===== src/rtl/ifetch_miss_sequencer.sv =====
// Instruction-side L1 miss tracker: one entry per thread, round-robin L2 fill issue, wake-up on fill completion.
// Build option IFETCH_MISS_MERGE_EN: merge same-line misses and fold a miss that hits a completing fill into its wake set.
module ifetch_miss_sequencer #(
  parameter int unsigned NUM_THREADS     = 4,
  parameter int unsigned LINE_ADDR_WIDTH = 26,
  localparam int unsigned TW = (NUM_THREADS > 1) ? $clog2(NUM_THREADS) : 1
) (
  input  logic                       clk,
  input  logic                       reset,
  input  logic                       miss_en,
  input  logic [LINE_ADDR_WIDTH-1:0] miss_line_addr,
  input  logic [TW-1:0]              miss_thread_idx,
  output logic                       l2_req_valid,
  output logic [LINE_ADDR_WIDTH-1:0] l2_req_line_addr,
  output logic [TW-1:0]              l2_req_entry,
  input  logic                       l2_req_ready,
  input  logic                       l2_resp_valid,
  input  logic [TW-1:0]              l2_resp_entry,
  output logic [NUM_THREADS-1:0]     wake_en,
  output logic [NUM_THREADS-1:0]     miss_pending
);

  typedef enum logic [1:0] {
    ENTRY_IDLE,
    ENTRY_PENDING,
    ENTRY_ISSUED
  } entry_state_e;

  entry_state_e               state_q   [NUM_THREADS];
  entry_state_e               state_d   [NUM_THREADS];
  logic [LINE_ADDR_WIDTH-1:0] line_q    [NUM_THREADS];
  logic [LINE_ADDR_WIDTH-1:0] line_d    [NUM_THREADS];
  logic [NUM_THREADS-1:0]     waiters_q [NUM_THREADS];
  logic [NUM_THREADS-1:0]     waiters_d [NUM_THREADS];

  logic [TW-1:0]              ptr_q, ptr_d;
  logic                       req_valid_q, req_valid_d;
  logic [TW-1:0]              req_entry_q, req_entry_d;
  logic [LINE_ADDR_WIDTH-1:0] req_line_q, req_line_d;
  logic [NUM_THREADS-1:0]     wake_q, wake_d;

  logic                       accept;
  logic                       hit;
  logic [TW-1:0]              hit_idx;
  logic [TW-1:0]              cand;

  always_ff @(posedge clk or negedge reset) begin
    if (!reset) begin
      for (int unsigned i = 0; i < NUM_THREADS; i++) begin
        state_q[i]   <= ENTRY_IDLE;
        line_q[i]    <= '0;
        waiters_q[i] <= '0;
      end
      ptr_q       <= '0;
      req_valid_q <= 1'b0;
      req_entry_q <= '0;
      req_line_q  <= '0;
      wake_q      <= '0;
    end else begin
      state_q     <= state_d;
      line_q      <= line_d;
      waiters_q   <= waiters_d;
      ptr_q       <= ptr_d;
      req_valid_q <= req_valid_d;
      req_entry_q <= req_entry_d;
      req_line_q  <= req_line_d;
      wake_q      <= wake_d;
    end
  end

  always_comb begin
    state_d     = state_q;
    line_d      = line_q;
    waiters_d   = waiters_q;
    ptr_d       = ptr_q;
    req_valid_d = req_valid_q;
    req_entry_d = req_entry_q;
    req_line_d  = req_line_q;
    wake_d      = '0;
    hit         = 1'b0;
    hit_idx     = '0;
    cand        = '0;
    accept      = req_valid_q && l2_req_ready;

`ifdef IFETCH_MISS_MERGE_EN
    for (int unsigned i = 0; i < NUM_THREADS; i++) begin
      if (state_q[i] != ENTRY_IDLE && line_q[i] == miss_line_addr) begin
        hit     = 1'b1;
        hit_idx = TW'(i);
      end
    end
`endif

    if (accept) begin
      state_d[req_entry_q] = ENTRY_ISSUED;
      ptr_d = (req_entry_q == TW'(NUM_THREADS - 1)) ? '0 : req_entry_q + TW'(1);
    end

    if (l2_resp_valid) begin
      wake_d                   = waiters_q[l2_resp_entry];
      state_d[l2_resp_entry]   = ENTRY_IDLE;
      waiters_d[l2_resp_entry] = '0;
    end

    // A miss hitting the line being filled right now is woken with the fill instead of queued.
    if (miss_en) begin
      if (hit && l2_resp_valid && hit_idx == l2_resp_entry) begin
        wake_d[miss_thread_idx] = 1'b1;
      end else if (hit) begin
        waiters_d[hit_idx][miss_thread_idx] = 1'b1;
      end else begin
        state_d[miss_thread_idx]   = ENTRY_PENDING;
        line_d[miss_thread_idx]    = miss_line_addr;
        waiters_d[miss_thread_idx] = NUM_THREADS'(1) << miss_thread_idx;
      end
    end

    // Reload the request register from post-update state so back-to-back issue is possible.
    if (!req_valid_q || accept) begin
      req_valid_d = 1'b0;
      req_entry_d = '0;
      req_line_d  = '0;
      for (int unsigned k = 0; k < NUM_THREADS; k++) begin
        cand = TW'((32'(ptr_d) + k) % NUM_THREADS);
        if (!req_valid_d && state_d[cand] == ENTRY_PENDING) begin
          req_valid_d = 1'b1;
          req_entry_d = cand;
          req_line_d  = line_d[cand];
        end
      end
    end
  end

  always_comb begin
    l2_req_valid     = req_valid_q;
    l2_req_entry     = req_entry_q;
    l2_req_line_addr = req_line_q;
    wake_en          = wake_q;
    miss_pending     = '0;
    for (int unsigned i = 0; i < NUM_THREADS; i++) begin
      if (state_q[i] != ENTRY_IDLE) miss_pending = miss_pending | waiters_q[i];
    end
  end

  miss_thread_not_blocked: assert property (
    @(posedge clk) disable iff (!reset) miss_en |-> !miss_pending[miss_thread_idx]);

  resp_entry_issued: assert property (
    @(posedge clk) disable iff (!reset) l2_resp_valid |-> state_q[l2_resp_entry] == ENTRY_ISSUED);

endmodule


===== config.mk =====
export PLATFORM = sky130hd
export DESIGN_NAME = ifetch_miss_sequencer
export DESIGN_NICKNAME = d
export VERILOG_FILES = /design/src/rtl/ifetch_miss_sequencer.sv
export SDC_FILE = /design/constraint.sdc
export NUM_CORES = 1
export LEC_CHECK = 0
export CAP_MARGIN = 10
export CORE_UTILIZATION = 28
export CTS_CLUSTER_SIZE = 8
export DETAILED_ROUTE_END_ITERATION = 7
export DONT_BUFFER_PORTS = 1
export PLACE_DENSITY = 0.51
export REMOVE_ABC_BUFFERS = 1
export SLEW_MARGIN = 5
export SYNTH_ARGS = -nofsm -noshare
export SYNTH_HDL_FRONTEND = slang
export SYNTH_SLANG_ARGS = --single-unit

===== constraint.sdc =====
create_clock -name clk -period 3.07 [get_ports clk]
set_clock_uncertainty 0.2 [all_clocks]
set_input_delay 0.614 -clock clk [delete_from_list [all_inputs] [get_ports clk]]
set_output_delay 0.614 -clock clk [all_outputs]
set_load 0.02 [all_outputs]

# Yosys cells after proc, flatten, opt, wreduce, memory -nomap -nowiden
# Cells that the tools add are included.
# totals
in_bits	35
word_cells	142
ff_bits	163
# classes
n_mux	69
order_cmp	10
shifts	1
n_eq_ne	5
reduce_logical	16
n_addsub	4
bitwise_logic	20
# op_table
cell	count
$mux W26	13
$bmux W26 S2	4
$bwmux W104	1
$mux W104	1
$demux W26 S2	1
$mux W4	9
$mux W2	17
$mux W16	2
$mux W8	3
$ge A3 B3 Y1 const B	7
$not A2 Y3	7
$or A4 B4 Y4	5
$and A16 B16 Y16	1
$bmux W2 S2	4
$bwmux W16	1
$demux W4 S2	2
$not A16 Y16	1
$demux W2 S2	3
$lt A3 B1 Y1 const B	3
$and A4 B4 Y4	2
$and A8 B8 Y8	1
$bmux W4 S2	1
$eq A2 B1 Y1 const B	4
$not A4 Y4	2
10 further kinds	30

# Depth between registers and ports, before layout
# Gate-level depths: netlist of the first run.
# depth
ltp_word	29
depth_mapped	11
ltp_nobuf	9

# Least setup slack after synthesis of the first run
# No wires, ideal clock.
# synth_path
path_kind	input to register
from	input port l2_req_ready
to	register req_line_q[16] (netlist: l2_req_line_addr[16])
path_stages	10
slack_ns	0.234
arrival_time_ns	2.500
n_path_buf	3
path_cell_list	buf_4 a31oi_1 a31oi_4 or3_4 a2111oi_4 or2_1 buf_4 buf_6 a41o_1 a31oi_1
# synth_via
elab_chain_len	23
# synth_lines
item	line	text
start, declared	16	input logic l2_req_ready,
$logic_and A1 B1 Y1 *	83	accept = req_valid_q && l2_req_ready;
$mux W8	94	if (accept) begin
$and A8 B8 Y8 (no source line)	n/a	
$mux W8	99	if (l2_resp_valid) begin
$or A4 B4 Y4 (no source line) or $and A4 B4 Y4 (tied branches)	n/a	
$mux W8	106	if (miss_en) begin
$bmux W2 S2	125	if (!req_valid_d && state_d[cand] == ENTRY_PENDING) begin
$mux W2 (implied by the code) (2 in series)	125	
[6 not listed]	n/a	
$mux W1	119	if (!req_valid_q || accept) begin
$logic_not A1 Y1	125	
$logic_and A1 B1 Y1	125	
$mux W1	125	
$mux W1	119	
$logic_not A1 Y1	125	
$logic_and A1 B1 Y1	125	
$mux W26	125	
end signal, assigned	66	req_line_q <= req_line_d;
end, declared	39	logic [LINE_ADDR_WIDTH-1:0] req_line_q, req_line_d;
# Every way passes the cells marked *; elsewhere a longest branch is shown, timed or not. The select of a mux whose other input is x is not followed.
# A chain may end at the register's enable or synchronous reset.

# Final worst setup path of the first run
# layout_path
from	register req_entry_q[1] (netlist: l2_req_entry[1])
to	register req_line_q[11] (netlist: l2_req_line_addr[11])
# layout_via
elab_chain_len	29
# layout_lines
item	line	text
start, declared	38	logic [TW-1:0] req_entry_q, req_entry_d;
start signal, assigned	65	req_entry_q <= req_entry_d;
$not A2 Y3 (implied by the code)	95	state_d[req_entry_q] = ENTRY_ISSUED;
$ge A3 B3 Y1 (implied by the code) or $lt A3 B1 Y1 (tied branches)	95	
$logic_and A1 B1 Y1 (implied by the code)	95	
$mux W2 (implied by the code)	95	
$demux W2 S2	95	
$not A4 Y4 (no source line)	n/a	
$and A4 B4 Y4 (no source line)	n/a	
$mux W8	94	
[13 not listed]	n/a	
$mux W1	119	
$logic_not A1 Y1	125	
$logic_and A1 B1 Y1	125	
$mux W1	125	
$mux W1	119	
$logic_not A1 Y1	125	
$logic_and A1 B1 Y1	125	
$mux W26 *	125	
# Marks and branches as above.

==> metrics.cfg, run 1 <==
[clock_network]
cts.sinks = 163
cts_tree = yes
cts_buffer_depth = 2
clkTransAtPathRegs_ns = 0.07
cts_root_buffer = clkbuf_16
numCtsBuffers = 17
h-tree-depth = 4
clkLatencyLatePin_ns = 0.44

[worst_setup_path]
slowest_delay_ns = 0.44
r2r_slack_ns = 0.17
reg2regPathDepth = 11
r2r-start = l2_req_entry[1]
crit_buf_inv = 3
cp_max_fo = 9
crit_path_top_delay_cell = dfrtp_2
crit_family = compound AO/OA/AOI/OAI gates
critPathCaptureType = register
critPathRequiredTime_ns = 3.18
crit_chain = inv_1 > ha_1 > a31o_2 > o31ai_4 > buf_4 > or3_4 > a2111oi_4 > or2_4 > buf_4 > a41o_1 > a31oi_1
reg2reg_to = l2_req_line_addr[11]
crit_top_cell = buf_4
worstSetupStartpointType = register
crit_type = reg -> reg
worstPathArrival_ns = 3.02

[layout]
design_area_sq_mm = 0.0113
syn2layout_area_growth_pct = 14.7
fin_nets = 1125
fill_cells = 3547
layout_commonest_cell = nand2_1
mostFrequentLayoutCells = 187 x nand2_1, 162 x dfrtp_1, 126 x nor2_1
layout.cells.non_filler = 1553
diodes = 0
layout-drive-gt1-share_pct = 17.7

[die]
die-area_sq_mm = 0.0361
core-area_sq_mm = 0.0346
die_h_um = 190
initial_core_util_pct = 28.5
die_w_um = 190
io_pins = 72
rows = 68

[power_and_ir_drop]
intPower_mw = 6.68
p_sw_mw = 6.07
irDropWorstVdd_uv = 557
sw_frac_of_total_pct = 47.6
finalPower_mw = 12.7
seq_power_share_pct = 26.0
power.share.clock_pct = 16.5
p_comb_share_pct = 57.5
total_leakage_power_nw = 5.33
cellPowerDensity_mw_per_mm2 = 1120

[timing]
max_freq_ghz = 0.344
tightest_slew_ns = 0.597
slew_violations = 0
fin_crit_sh_pct = 94.6
maxSlewHeadroom_pct = 60.2
rsz0062_at_grt = false
finalSetupViolCount = 0
final_hold_viol_count = 163
hold_ws_ns = -0.335
layout_min_cycle_time_ns = 2.90

[hold_path]
worstHoldPathType = in -> async

[drt]
firstDrtPassIters = 5
first_iter_violations = 493
drc_errors = 0
ant_nets = 0
wire_per_inst_um = 19.5
vias_per_cell = 5.25
via_count = 8157
postRouteWirelength_um = 30200

[placement]
hpwl_um = 19500
io_buffers = 0
dpl_cell_area_sq_mm = 0.0107
gp_congestion = 0.806
dp.cells = 1519

[synth]
synth_simple_gate_area_share_pct = 17.7
synth_area_sq_mm = 0.00988
synth_xor_xnor_area_share_pct = 0.177
avgSynthCellArea_sq_um = 9.05
synth.ff_latch_count = 163
synthFlopType = dfrtp_1
yosys_warnings = 0
synth-compound-area-share_pct = 16.2
synth.area.mux_share_pct = 17.7
syn_inst = 1092
synth_edf_count = 0
yosysTopAreaCellShare_pct = 41.3
async_reset_ff_share_pct = 100
ys_seq_area_share_pct = 41.3
yosysTopAreaCell = dfrtp_1
synth_top_family_by_area = multiplexers
ys_types = 59
yosys.area_share.adder_pct = 0.506
yosys-top-cells-area = dfrtp_1 41%, mux2i_1 8.5%, mux2_2 7.9%

[global_routing]
grt_pass1_vias = 7963
antenna_found_initial = 0
overflow = 0
grt_max_degree = 164
track_usage_pct = 17.0
grt_pass1_wl_um = 47400

[status]
outcome = finished, violations left
violations = hold timing

[job]
maxCapViolations = 0

## worst register-to-register path, delay by kind of cell, from the launching register on
| kind | cells | cell delay [ns] |
|---|---|---|
| adders and majority gates | 1 | 0.17 |
| AOI/OAI and AO/OA | 5 | 0.94 |
| buffers and inverters | 3 | 0.45 |
| DFF | 1 | 0.44 |
| and+or+nand+nor | 2 | 0.57 |
## repair_timing
| item | in CTS | in global routing |
|---|---|---|
| endpoints found under the hold margin | 163 | 163 |
| setup endpoints to repair | 0 | 26 |
| resized for setup | 0 | 11 |
| setup buffers | 0 | 1 |
## power by group through the flow
stage	clock network (mW)	registers [mW]	logic, mW
after floorplan	0	3.18	4.85
after global placement	0	3.36	7.01
after detailed placement	0	3.37	7.10
after CTS	2.17	3.33	7.13
after global routing	2.24	3.38	8.09
final	2.10	3.32	7.33
## layout make-up
type	count	area (sq um)	area share (%)
multi-input cells	782	5240	46.3
flip-flops and latches	163	4080	36.0
repair buffers	59	643	5.67
well taps	455	569	5.02
clock buffers	18	439	3.87
inverters	63	236	2.09
clock inverters	13	123	1.08
## metrics by stage
stage	TNS, ns	utilization (%)	setup WS (ns)
after global placement	0	30.9	0.0672
after global routing	0	32.7	0.00222
after detailed placement	0	30.9	0.0682
after floorplan	-108.69	-	-4.04
final	0	32.7	0.167
after CTS	0	32.5	0.0580
## how the worst max path moves through the flow
| stage | endpoint | start | slack, ns | cells past startpoint |
|---|---|---|---|---|
| after floorplan | l2_req_line_addr[0] | l2_req_entry[1] | -4.04 | 8 |
| after global placement | l2_req_line_addr[7] | l2_req_entry[0] | 0.07 | 11 |
| after detailed placement | l2_req_line_addr[0] | l2_req_entry[1] | 0.07 | 11 |
| after CTS | l2_req_line_addr[15] | l2_req_entry[1] | 0.06 | 11 |
| after global routing | l2_req_line_addr[19] | l2_req_entry[1] | 0.002 | 11 |
| final | l2_req_line_addr[11] | l2_req_entry[1] | 0.17 | 11 |
## synthesized netlist by cell type, drive strengths merged (7+ instances only)
library cell	number
and2	7
dfrtp	163
nor3	35
a31oi	29
nand2	188
a2111oi	23
o22ai	25
and3	12
nor2	126
mux2i	86
clkbuf	35
o21ai	29
a211oi	49
mux2	69
inv	63
nand3	16
buf	49
a41o	24
## cells by family after synthesis
family	Yosys count
adder cells (fa/ha/maj)	4
flip-flops	163
AO/OA/AOI/OAI	208
XOR/XNOR	2
multiplexers	159
AND/OR/NAND/NOR	409
buffers and inverters	147
## per-layer routing
metal / routed length [um] / track usage [%]
met1: 13900 / 22.5
met2: 13800 / 26.6
met3: 1950 / 4.81
met4: 546 / 5.24
met5: 0 / 0
## sequential cells by signal, indices dropped and copies added, names as in the netlist
signal            count
line_q              104
l2_req_line_addr     26
waiters_q            16
state_q               8
wake_en               4
l2_req_entry          2
ptr_q                 2
l2_req_valid          1
No activity file was read; power rests on OpenSTA's default activity.
==> run 2: changes to the inputs <==
CORE_ASPECT_RATIO = 0.75   (was unset)
DONT_BUFFER_PORTS = unset   (was 1)
PLACE_DENSITY = 0.54   (was 0.51)
==> run 2 against run 1 <==
  * The flow now finishes without violations
  * Clock power increased by 4%
  * Via count up 9.4%
  * Design area grew 15%
  * Register-to-register slack worse by 0.08 ns
  * Cell count grew 12%
  * Die area about the same
  * Routed wire length up 4.5%
  * Critical path type is now in -> reg
  * Largest power group unchanged
==> metrics.cfg, run 2 (synthesis gave the netlist of run 1 again) <==
[global_routing]
track_usage_pct = 18.1  ; +1.1 points
grt_pass1_wl_um = 50300  ; +6.1%
grt_max_degree = 74  ; -55%
antenna_found_initial = 0  ; unchanged
overflow = 0  ; unchanged
grt_pass1_vias = 8691  ; +9.1%

[timing]
maxSlewHeadroom_pct = 63.2  ; +3.0 points
fin_tns_setup_ns = 0  ; unchanged
fin_crit_sh_pct = 98.6  ; +4.1 points
finalSetupViolCount = 0  ; unchanged
hold_ws_ns = 0.307  ; +0.642 ns
slew_violations = 0  ; unchanged
layout_min_cycle_time_ns = 3.03  ; +0.125 ns
rsz0062_at_grt = true
max_freq_ghz = 0.330  ; -4.1%
fin_ws_ns = 0.0424  ; -0.125 ns
tightest_slew_ns = 0.551  ; -0.0456 ns
final_hold_viol_count = 0  ; -100%

[power_and_ir_drop]
irDropWorstVdd_uv = 1030  ; +85%
total_leakage_power_nw = 6.19  ; +16%
cellPowerDensity_mw_per_mm2 = 1090  ; -2.8%
finalPower_mw = 14.3  ; +12%

[worst_setup_path]
worstSetupStartpointType = primary input
slowest_delay_ns = 0.49  ; +0.05 ns
worstPathArrival_ns = 3.15  ; +0.13 ns
critPathRequiredTime_ns = 3.19  ; about the same
crit_chain = clkdlybuf4s50_1 > buf_4 > a31o_2 > o31ai_4 > nor4_2 > o21ai_2 > buf_4 > buf_12 > a211oi_1 > a2111oi_2 > a31oi_1
r2r_slack_ns = 0.09  ; -0.08 ns
crit_path_top_delay_cell = a2111oi_2
crit_type = in -> reg
reg2regPathDepth = 11  ; unchanged
reg2reg_to = l2_req_line_addr[6]
critPathCaptureType = register
cp_max_fo = 7  ; -2
crit_top_cell = buf_4
r2r-start = l2_req_entry[0]

[hold_path]
whs_path_depth = 2
hp-start = line_q[7]
worstHoldPathType = reg -> reg
hold_end = line_q[7]

[die]
die_h_um = 165  ; -13%
core-area_sq_mm = 0.0347  ; +0.20%
initial_core_util_pct = 28.5  ; -0.056 points
io_pins = 72  ; unchanged
die_w_um = 219  ; +15%
rows = 59  ; -13%
die-area_sq_mm = 0.0361  ; about the same

[clock_network]
cts_buffer_depth = 2  ; unchanged
cts_root_buffer = clkbuf_16
h-tree-depth = 4  ; unchanged
clkLatencyLatePin_ns = 0.45  ; about the same
cts_tree = yes
cts.sinks = 163  ; unchanged
numCtsBuffers = 17  ; unchanged
clkTransAtPathRegs_ns = 0.07  ; about the same

[layout]
syn2layout_area_growth_pct = 32.1
layout-drive-gt1-share_pct = 24.8  ; +7.1 points
layout_commonest_cell = nand2_1
fin_nets = 1306  ; +16%
top_register = line_q
fill_cells = 3451  ; -2.7%
layout.cells.non_filler = 1737  ; +12%
mostFrequentLayoutCells = 187 x nand2_1, 161 x dfrtp_1, 143 x buf_4
diodes = 0  ; unchanged
utilization_pct = 37.6  ; +4.9 points
design_area_sq_mm = 0.0131  ; +15%
largest_reg_flops = 104  ; unchanged

[drt]
postRouteWirelength_um = 31600  ; +4.5%
via_count = 8920  ; +9.4%
drc_errors = 0  ; unchanged
firstDrtPassIters = 7  ; +2
wire_per_inst_um = 18.2  ; -6.6%
vias_per_cell = 5.14  ; -2.2%
ant_nets = 0  ; unchanged
first_iter_violations = 655  ; +33%

[placement]
dpl_cell_area_sq_mm = 0.0123  ; +15%
dp.cells = 1700  ; +12%
io_buffers = 71  ; +71
hpwl_um = 21800  ; +12%
pre_cts_slack_ns = -0.610  ; -0.679 ns
gp_congestion = 0.860  ; +6.7%

[job]
maxCapViolations = 0  ; unchanged

[status]
outcome = completed

==> run 2: cell count changes in the layout (fill, tap and decap cells not counted), moves of 4 or more <==
| cell | change |
|---|---|
| a2111oi_0 | -16 |
| buf_4 | +101 |
| a2111oi_2 | +10 |
| clkdlybuf4s50_1 | +69 |
| a2111oi_1 | +6 |
| buf_6 | +4 |
| buf_12 | +6 |
==> run 2: cell type report <==
class,instances,area [sq um],share of cell area (%)
inverter,63,236,1.81
timing repair buffer,240,2250,17.3
clock buffer,18,429,3.29
tap,457,572,4.38
clock inverter,14,155,1.19
multi-input combinational,782,5330,40.8
sequential,163,4080,31.2
==> run 2: how the worst max path moves through the flow <==
| stage | startpoint | endpoint | cells after the start |
|---|---|---|---|
| 6_report | l2_req_ready | l2_req_line_addr[6] | 11 |
| 5_1_grt | l2_req_ready | l2_req_line_addr[6] | 11 |
| 4_1_cts | l2_resp_valid | l2_req_line_addr[6] | 9 |
| 3_5_place_dp | l2_req_ready | l2_req_line_addr[23] | 11 |
| 3_3_place_gp | l2_req_ready | l2_req_line_addr[23] | 11 |
| 2_1_floorplan | l2_req_entry[1] | l2_req_line_addr[0] | 8 |
==> run 2: what timing repair did <==
item                                    CTS  global route
buffers inserted                          0             4
endpoints found under the hold margin    48             0
endpoints found under the setup margin    9            25
resized for setup                         6            41
hold buffers                              1             0
pin swaps                                 0             7
==> run 2: layer usage <==
| metal | vias up | track usage [%] | share of wire, % |
|---|---|---|---|
| met4 | 0 | 5.43 | 1.6 |
| met2 | 257 | 27.1 | 44 |
| met3 | 35 | 2.97 | 4.3 |
| met1 | 4400 | 26.5 | 50 |
| met5 | - | 0 | 0 |
| li1 | 4228 | - | - |
==> run 2: where the power goes <==
| part | internal (mW) | switching [mW] |
|---|---|---|
| clock | 1.21 | 0.982 |
| sequential | 2.69 | 0.370 |
| combinational | 3.90 | 5.13 |
==> run 2: critical path, delay by kind of cell <==
family,cells,cell delay (ns)
buffers and inverters,4,0.86
AOI/OAI and AO/OA,6,1.54
and+or+nand+nor,1,0.11
